--- src/rtl/slv_guard_rst_seq_pkg.sv ---
// Shared types and default constants for the subordinate-guard reset sequencer.
package slv_pkg;

  localparam int DefRstHoldCycles = 16;
  localparam int DefAckTimeout    = 255;
  localparam int DefRetryMax      = 2;
  localparam int DefCntWidth      = 8;

  localparam logic [2:0] ST_IDLE     = 3'd0;
  localparam logic [2:0] ST_ASSERT   = 3'd1;
  localparam logic [2:0] ST_WAIT_ACK = 3'd2;
  localparam logic [2:0] ST_DONE     = 3'd3;
  localparam logic [2:0] ST_FAIL     = 3'd4;

  typedef enum logic [2:0] {
    RS_IDLE     = ST_IDLE,
    RS_ASSERT   = ST_ASSERT,
    RS_WAIT_ACK = ST_WAIT_ACK,
    RS_DONE     = ST_DONE,
    RS_FAIL     = ST_FAIL
  } rst_seq_state_e;

  // Largest value the shared down-counter is ever loaded with.
  function automatic int cnt_max_load(input int hold_cycles, input int ack_timeout);
    int a;
    int b;
    a = hold_cycles - 1;
    b = ack_timeout - 1;
    return (a > b) ? a : b;
  endfunction

endpackage

--- src/rtl/slv_guard_rst_seq.sv ---
// Reset sequencer behind the subordinate guard: holds the subordinate in reset,
// waits for its ready acknowledge, retries on timeout and parks it on failure.
module slv_guard_rst_seq
  import slv_pkg::*;
#(
  parameter int RstHoldCycles = DefRstHoldCycles,
  parameter int AckTimeout    = DefAckTimeout,
  parameter int RetryMax      = DefRetryMax,
  parameter int CntWidth      = DefCntWidth,
  localparam int RetryW       = (RetryMax > 0) ? $clog2(RetryMax + 1) : 1
) (
  input  logic              clk_i,
  input  logic              rst_ni,
  input  logic              rst_req_i,
  output logic              slv_rst_no,
  input  logic              slv_rst_ack_i,
  output logic              rst_stat_o,
  output logic              busy_o,
  output logic              fail_o,
  output logic [RetryW-1:0] retry_cnt_o,
  input  logic              clr_fail_i
);

  if (RstHoldCycles < 1) begin : g_bad_hold
    $error("RstHoldCycles must be at least 1");
  end
  if (AckTimeout < 1) begin : g_bad_timeout
    $error("AckTimeout must be at least 1");
  end
  if ((64'(cnt_max_load(RstHoldCycles, AckTimeout)) >> CntWidth) != 64'd0) begin : g_bad_cnt
    $error("CntWidth too small for RstHoldCycles/AckTimeout");
  end

  localparam logic [CntWidth-1:0] HoldLoad = CntWidth'(RstHoldCycles - 1);
  localparam logic [CntWidth-1:0] AckLoad  = CntWidth'(AckTimeout - 1);

  rst_seq_state_e    r_state;
  logic [CntWidth-1:0] r_cnt;
  logic [RetryW-1:0] r_retry;
  logic              r_req_q;
  logic              r_slv_rst_n;
  logic              r_rst_stat;
  logic              r_fail;

  rst_seq_state_e    w_state_d;
  logic [CntWidth-1:0] w_cnt_d;
  logic [RetryW-1:0] w_retry_d;
  logic              w_trig;
  logic              w_cnt_zero;

  // Edge detect: a request held high across a whole sequence fires only once.
  assign w_trig     = rst_req_i & ~r_req_q;
  assign w_cnt_zero = (r_cnt == '0);

  always_comb begin
    w_state_d = r_state;
    w_cnt_d   = r_cnt;
    w_retry_d = r_retry;
    unique case (r_state)
      RS_IDLE: begin
        if (w_trig) begin
          w_state_d = RS_ASSERT;
          w_cnt_d   = HoldLoad;
          w_retry_d = '0;
        end
      end
      RS_ASSERT: begin
        if (w_cnt_zero) begin
          w_state_d = RS_WAIT_ACK;
          w_cnt_d   = AckLoad;
        end else begin
          w_cnt_d = r_cnt - CntWidth'(1);
        end
      end
      RS_WAIT_ACK: begin
        // Ack is checked first so it wins over a coincident timeout.
        if (slv_rst_ack_i) begin
          w_state_d = RS_DONE;
          w_cnt_d   = '0;
        end else if (w_cnt_zero) begin
          if (int'(r_retry) < RetryMax) begin
            w_state_d = RS_ASSERT;
            w_cnt_d   = HoldLoad;
            w_retry_d = r_retry + RetryW'(1);
          end else begin
            w_state_d = RS_FAIL;
            w_cnt_d   = '0;
          end
        end else begin
          w_cnt_d = r_cnt - CntWidth'(1);
        end
      end
      RS_DONE: begin
        w_state_d = RS_IDLE;
      end
      RS_FAIL: begin
        if (clr_fail_i) begin
          w_state_d = RS_IDLE;
          w_retry_d = '0;
        end
      end
      default: begin
        w_state_d = RS_IDLE;
        w_cnt_d   = '0;
        w_retry_d = '0;
      end
    endcase
  end

  // Outputs are flopped from the next state so they align with r_state.
  always_ff @(posedge clk_i) begin
    if (!rst_ni) begin
      r_state     <= RS_IDLE;
      r_cnt       <= '0;
      r_retry     <= '0;
      r_req_q     <= 1'b0;
      r_slv_rst_n <= 1'b1;
      r_rst_stat  <= 1'b0;
      r_fail      <= 1'b0;
    end else begin
      r_state     <= w_state_d;
      r_cnt       <= w_cnt_d;
      r_retry     <= w_retry_d;
      r_req_q     <= rst_req_i;
      r_slv_rst_n <= !((w_state_d == RS_ASSERT) || (w_state_d == RS_FAIL));
      r_rst_stat  <= (w_state_d == RS_DONE);
      r_fail      <= (w_state_d == RS_FAIL);
    end
  end

  assign slv_rst_no  = r_slv_rst_n;
  assign rst_stat_o  = r_rst_stat;
  assign fail_o      = r_fail;
  assign busy_o      = (r_state != RS_IDLE);
  assign retry_cnt_o = r_retry;

endmodule

--- config.mk ---
export PLATFORM = sky130hd
export DESIGN_NAME = slv_guard_rst_seq
export DESIGN_NICKNAME = d
export VERILOG_FILES = /design/src/rtl/slv_guard_rst_seq_pkg.sv /design/src/rtl/slv_guard_rst_seq.sv
export SDC_FILE = /design/constraint.sdc
export NUM_CORES = 1
export LEC_CHECK = 0
export CAP_MARGIN = 30
export CELL_PAD_IN_SITES_DETAIL_PLACEMENT = 1
export CELL_PAD_IN_SITES_GLOBAL_PLACEMENT = 2
export CORE_ASPECT_RATIO = 0.5
export CORE_MARGIN = 10
export CORE_UTILIZATION = 29
export DETAILED_ROUTE_END_ITERATION = 8
export PLACE_DENSITY = 0.8
export SYNTH_ARGS = -nofsm -noshare
export SYNTH_HDL_FRONTEND = slang
export SYNTH_SLANG_ARGS = --single-unit
--- constraint.sdc ---
create_clock -name clk_i -period 1.77 [get_ports clk_i]
set_input_delay 0.354 -clock clk_i [delete_from_list [all_inputs] [get_ports clk_i]]
set_output_delay 0.354 -clock clk_i [all_outputs]
set_load 0.005 [all_outputs]
==> flow_metrics.env, run 1 <==
export IMPL_use_met1_pct=12.9
export IMPL_arrival_ns=1.92
export IMPL_syn_nets=142
export IMPL_pre_cts_ws_ns=-0.179
export IMPL_period_minus_slack_ns=1.72
export IMPL_relSlewSlack_pct=71.7
export IMPL_required_ns=1.97
export IMPL_grt_pass1_wl_um=5600
export IMPL_critPathMaxStageDelay_ns=0.46
export IMPL_drt_iter0_markers=46
export IMPL_maxCapViolCount=0
export IMPL_die_w_um=106
export IMPL_root_buffer="clkbuf_8"
export IMPL_clock_latency_ns=0.25
export IMPL_antenna_found_initial=0
export IMPL_clk_pin_slew_ns=0.07
export IMPL_rsz0062_at_grt="yes"
export IMPL_hold_violations=0
export IMPL_p_per_area_nw_per_um2=1200
export IMPL_drive_gt1_share_pct=29.2
export IMPL_r2r_start="r_cnt[0]$_SDFFE_PN0P_"
export IMPL_first_pass_iters=4
export IMPL_cts_tree="built"
export IMPL_worstHoldStart="retry_cnt_o[0]$_SDFFE_PN0P_"
export IMPL_num_fill_cells=447
export IMPL_wl_per_cell_um=15.4
export IMPL_hold_path_class="reg -> reg"
export IMPL_dieArea_um2=6720
export IMPL_worstHoldPathCells=2
export IMPL_startpoint_type="flip-flop"
export IMPL_drc=0
export IMPL_syn_avg_cell_area_um2=8.01
export IMPL_gp_congestion=0.811
export IMPL_r2r_end="r_cnt[0]$_SDFFE_PN0P_"
export IMPL_fp_dieH_um=63.2
export IMPL_ys_seq_area_share_pct=31.5
export IMPL_cts_sinks=17
export IMPL_io_pins=11
export IMPL_final_cells=222
export IMPL_rows=15
export IMPL_drv_slew=0
export IMPL_cp_max_fo=4
export IMPL_synth_distinct_cells=41
export IMPL_area_growth_pct=41.3
export IMPL_syn_area_um2=1080
export IMPL_wl_um=3420
export IMPL_power_w=0.00184
export IMPL_endpoint_kind="flip-flop"
export IMPL_clockBufferDepth=2
export IMPL_met2_usage_pct=16.6
export IMPL_antenna_cells=0
export IMPL_leakage_nw=0.619
export IMPL_portBuffers=10
export IMPL_grt_ovfl_total=0
export IMPL_holdBufCountCts=0
export IMPL_timing_final_ws_setup_ns=0.0467
export IMPL_syn_inst=135
export IMPL_crit_type="reg -> reg"
export IMPL_period_share_pct=97.4
export IMPL_grt_max_degree=13
export IMPL_layout_nets=179
export IMPL_via_count=1125
export IMPL_grtUsageTotal_pct=10.2
export IMPL_grt_pass1_vias=1160
export IMPL_setup_viol=0
export IMPL_h_tree_depth=1
export IMPL_ys_ff_latch=17
export IMPL_r2r_cells=8
export IMPL_yosys_warnings=0
export IMPL_numCtsBuffers=3
export IMPL_max_freq_ghz=0.580
export IMPL_cpMaxStageDelayCell="or4_1"
export IMPL_viasPerCell=5.07
export IMPL_busiest_layer="met2"
export IMPL_grtUsageMet3_pct=2.84
export IMPL_finClkSkew_ns=0.00251
export IMPL_whs_endpoint="retry_cnt_o[1]$_SDFFE_PN0P_"
export IMPL_status="finished clean"
export IMPL_worstMarginPinSlew_ns=0.421
export IMPL_coreArea_um2=3510
export IMPL_vdd_ir_drop_max_v=0.000473
export IMPL_timing_hold_ws_ns=0.571
export IMPL_drtAntennaViolNets=0
export IMPL_ff2ff_setup_slack_ns=0.05
export IMPL_dp_cells=214
export IMPL_hpwl_um=2670
export IMPL_initial_utilization_pct=30.8
export IMPL_crit_chain="inv_2 > ha_4 > nor3b_4 > buf_6 > and2_4 > or4_1 > nand3_1 > a22o_1"
-- synth_stat cells (all sizes together) --
master   instances  area, um^2
o21a             1        7.51
inv              8        30.0
a2bb2oi          1        8.76
a32oi            1        8.76
a32o             1        10.0
a21oi           12        60.1
a31oi            6        52.6
or4              1        7.51
o22ai            2        12.5
a21bo            1        10.0
nor2b            4        25.0
o221ai           3        26.3
a211oi           2        15.0
mux2i            1        10.0
nand3            5        25.0
a22o             1        8.76
a2111oi          1        8.76
and2             3        18.8
nand2            9        41.3
nor2            12        45.0
o21ai            6        30.0
nor3             4        20.0
buf              3        21.3
clkbuf           4        15.0
nand3b           1        7.51
or2              1        6.26
nor4             1        21.3
o21bai           1        7.51
a21o             7        52.6
dfxtp           17         340
ha               2        25.0
nor3b            3        27.5
nand2b           3        18.8
xnor2            3        26.3
or3              4        30.0
-- sequential cells by signal, indices dropped and copies added (netlist names) --
name	flops
rst_stat_o	1
r_req_q	1
r_state	3
retry_cnt_o	2
fail_o	1
slv_rst_no	1
r_cnt	8
-- worst max-delay path by stage --
stage,from,endpoint,slack (ns),depth (start not counted)
5_1_grt,r_cnt[0]$_SDFFE_PN0P_,r_cnt[0]$_SDFFE_PN0P_,-0.02,8
2_1_floorplan,r_cnt[0]$_SDFFE_PN0P_,r_cnt[0]$_SDFFE_PN0P_,0.007,8
6_report,r_cnt[0]$_SDFFE_PN0P_,r_cnt[0]$_SDFFE_PN0P_,0.05,8
3_3_place_gp,rst_req_i,slv_rst_no$_SDFF_PN1_,-0.14,6
4_1_cts,r_cnt[0]$_SDFFE_PN0P_,r_cnt[0]$_SDFFE_PN0P_,-0.005,8
3_5_place_dp,rst_req_i,slv_rst_no$_SDFF_PN1_,-0.18,6
-- through the flow --
| stage | utilization [%] | cell area (um^2) | TNS (ns) |
|---|---|---|---|
| after detailed placement | 39.9 | 1400 | -1.09 |
| after CTS | 41.6 | 1460 | -0.00458 |
| final | 43.5 | 1530 | 0 |
| after global placement | 39.9 | 1400 | -0.622 |
| after global routing | 43.5 | 1530 | -0.0234 |
| after floorplan | - | 1080 | 0 |
-- cells by family after synthesis --
| group | count (synthesis) | share of synthesized area [%] |
|---|---|---|
| and+or+nand+nor | 51 | 27.2 |
| DFF | 17 | 31.5 |
| buffers and inverters | 15 | 6.13 |
| AOI/OAI and AO/OA | 46 | 29.5 |
| xor gates and xnor gates | 3 | 2.43 |
| muxes | 1 | 0.926 |
| adders and majority gates | 2 | 2.31 |
-- critical path: cells and delay by family (launching register included) --
family | cells | cell delay (ns)
buffers and inverters | 2 | 0.18
and+or+nand+nor | 4 | 0.85
DFF | 1 | 0.35
adders and majority gates | 1 | 0.16
AOI/OAI and AO/OA | 1 | 0.12
-- timing repair --
| action | CTS | global route |
|---|---|---|
| cloned | 0 | 0 |
| buffers inserted | 1 | 3 |
| pin swaps | 2 | 4 |
| setup endpoints to repair | 4 | 7 |
| gates resized for setup | 5 | 11 |
-- placed cells by master, fill, tap and decap left out, types with 2 or more instances in the layout --
| cell | instances |
|---|---|
| nand3_1 | 5 |
| o21ai_0 | 4 |
| buf_4 | 28 |
| xnor2_1 | 3 |
| nor3b_1 | 2 |
| dfxtp_2 | 3 |
| or3_4 | 2 |
| nor2b_1 | 3 |
| nor3_1 | 4 |
| a21o_1 | 7 |
| clkbuf_8 | 3 |
| or3_1 | 2 |
| dfxtp_1 | 14 |
| inv_2 | 2 |
| o22ai_1 | 2 |
| a21oi_1 | 11 |
| nand2b_1 | 3 |
| and2_1 | 2 |
| inv_1 | 6 |
| o221ai_1 | 3 |
| nand2_1 | 8 |
| a211oi_1 | 2 |
| clkdlybuf4s50_1 | 9 |
| a31oi_1 | 5 |
| o21ai_1 | 2 |
| nor2_1 | 12 |
-- routing by layer --
metal	wire length, um	vias up	share of wire, %
li1	-	557	-
met1	1720	557	50
met2	1610	11	47
met3	79	0	2.3
met4	0	0	0
met5	0	-	0
-- layout make-up --
cell class              instances  area (um^2)  area share [%]
well taps                      51         63.8            4.18
repair buffers                 39          320            21.0
inverters                       8         30.0            1.97
multi-input cells             103          724            47.4
clock buffers                   4         45.0            2.95
flip-flops and latches         17          344            22.5
-- power by group --
group | switching, W | leakage (nW) | total (W) | internal, W
Clock | 0.000141 | 0.0228 | 0.000301 | 0.000160
Combinational | 0.000505 | 0.456 | 0.00104 | 0.000535
Sequential | 0.0000579 | 0.140 | 0.000499 | 0.000441
No activity file was read; power rests on OpenSTA's default activity.
==> run 2: changes to the inputs <==
--- a/config.mk
+++ b/config.mk
@@ -11,6 +11,7 @@
 export CORE_ASPECT_RATIO = 0.5
 export CORE_MARGIN = 10
 export CORE_UTILIZATION = 29
+export CTS_CLUSTER_SIZE = 12
 export DETAILED_ROUTE_END_ITERATION = 8
 export PLACE_DENSITY = 0.8
 export SYNTH_ARGS = -nofsm -noshare
==> results of run 2 <==
No change in the layout: final DEF, timing and power equal those of run 1.
==> run 3: changes to the inputs <==
--- a/config.mk
+++ b/config.mk
@@ -5,7 +5,7 @@
 export SDC_FILE = /design/constraint.sdc
 export NUM_CORES = 1
 export LEC_CHECK = 0
-export CAP_MARGIN = 30
+export CAP_MARGIN = 20
 export CELL_PAD_IN_SITES_DETAIL_PLACEMENT = 1
 export CELL_PAD_IN_SITES_GLOBAL_PLACEMENT = 2
 export CORE_ASPECT_RATIO = 0.5
@@ -13,6 +13,7 @@
 export CORE_UTILIZATION = 29
 export CTS_CLUSTER_SIZE = 12
 export DETAILED_ROUTE_END_ITERATION = 8
+export HOLD_SLACK_MARGIN = 0.05
 export PLACE_DENSITY = 0.8
 export SYNTH_ARGS = -nofsm -noshare
 export SYNTH_HDL_FRONTEND = slang
==> results of run 3 <==
No change in the layout: final DEF, timing and power equal those of run 1.
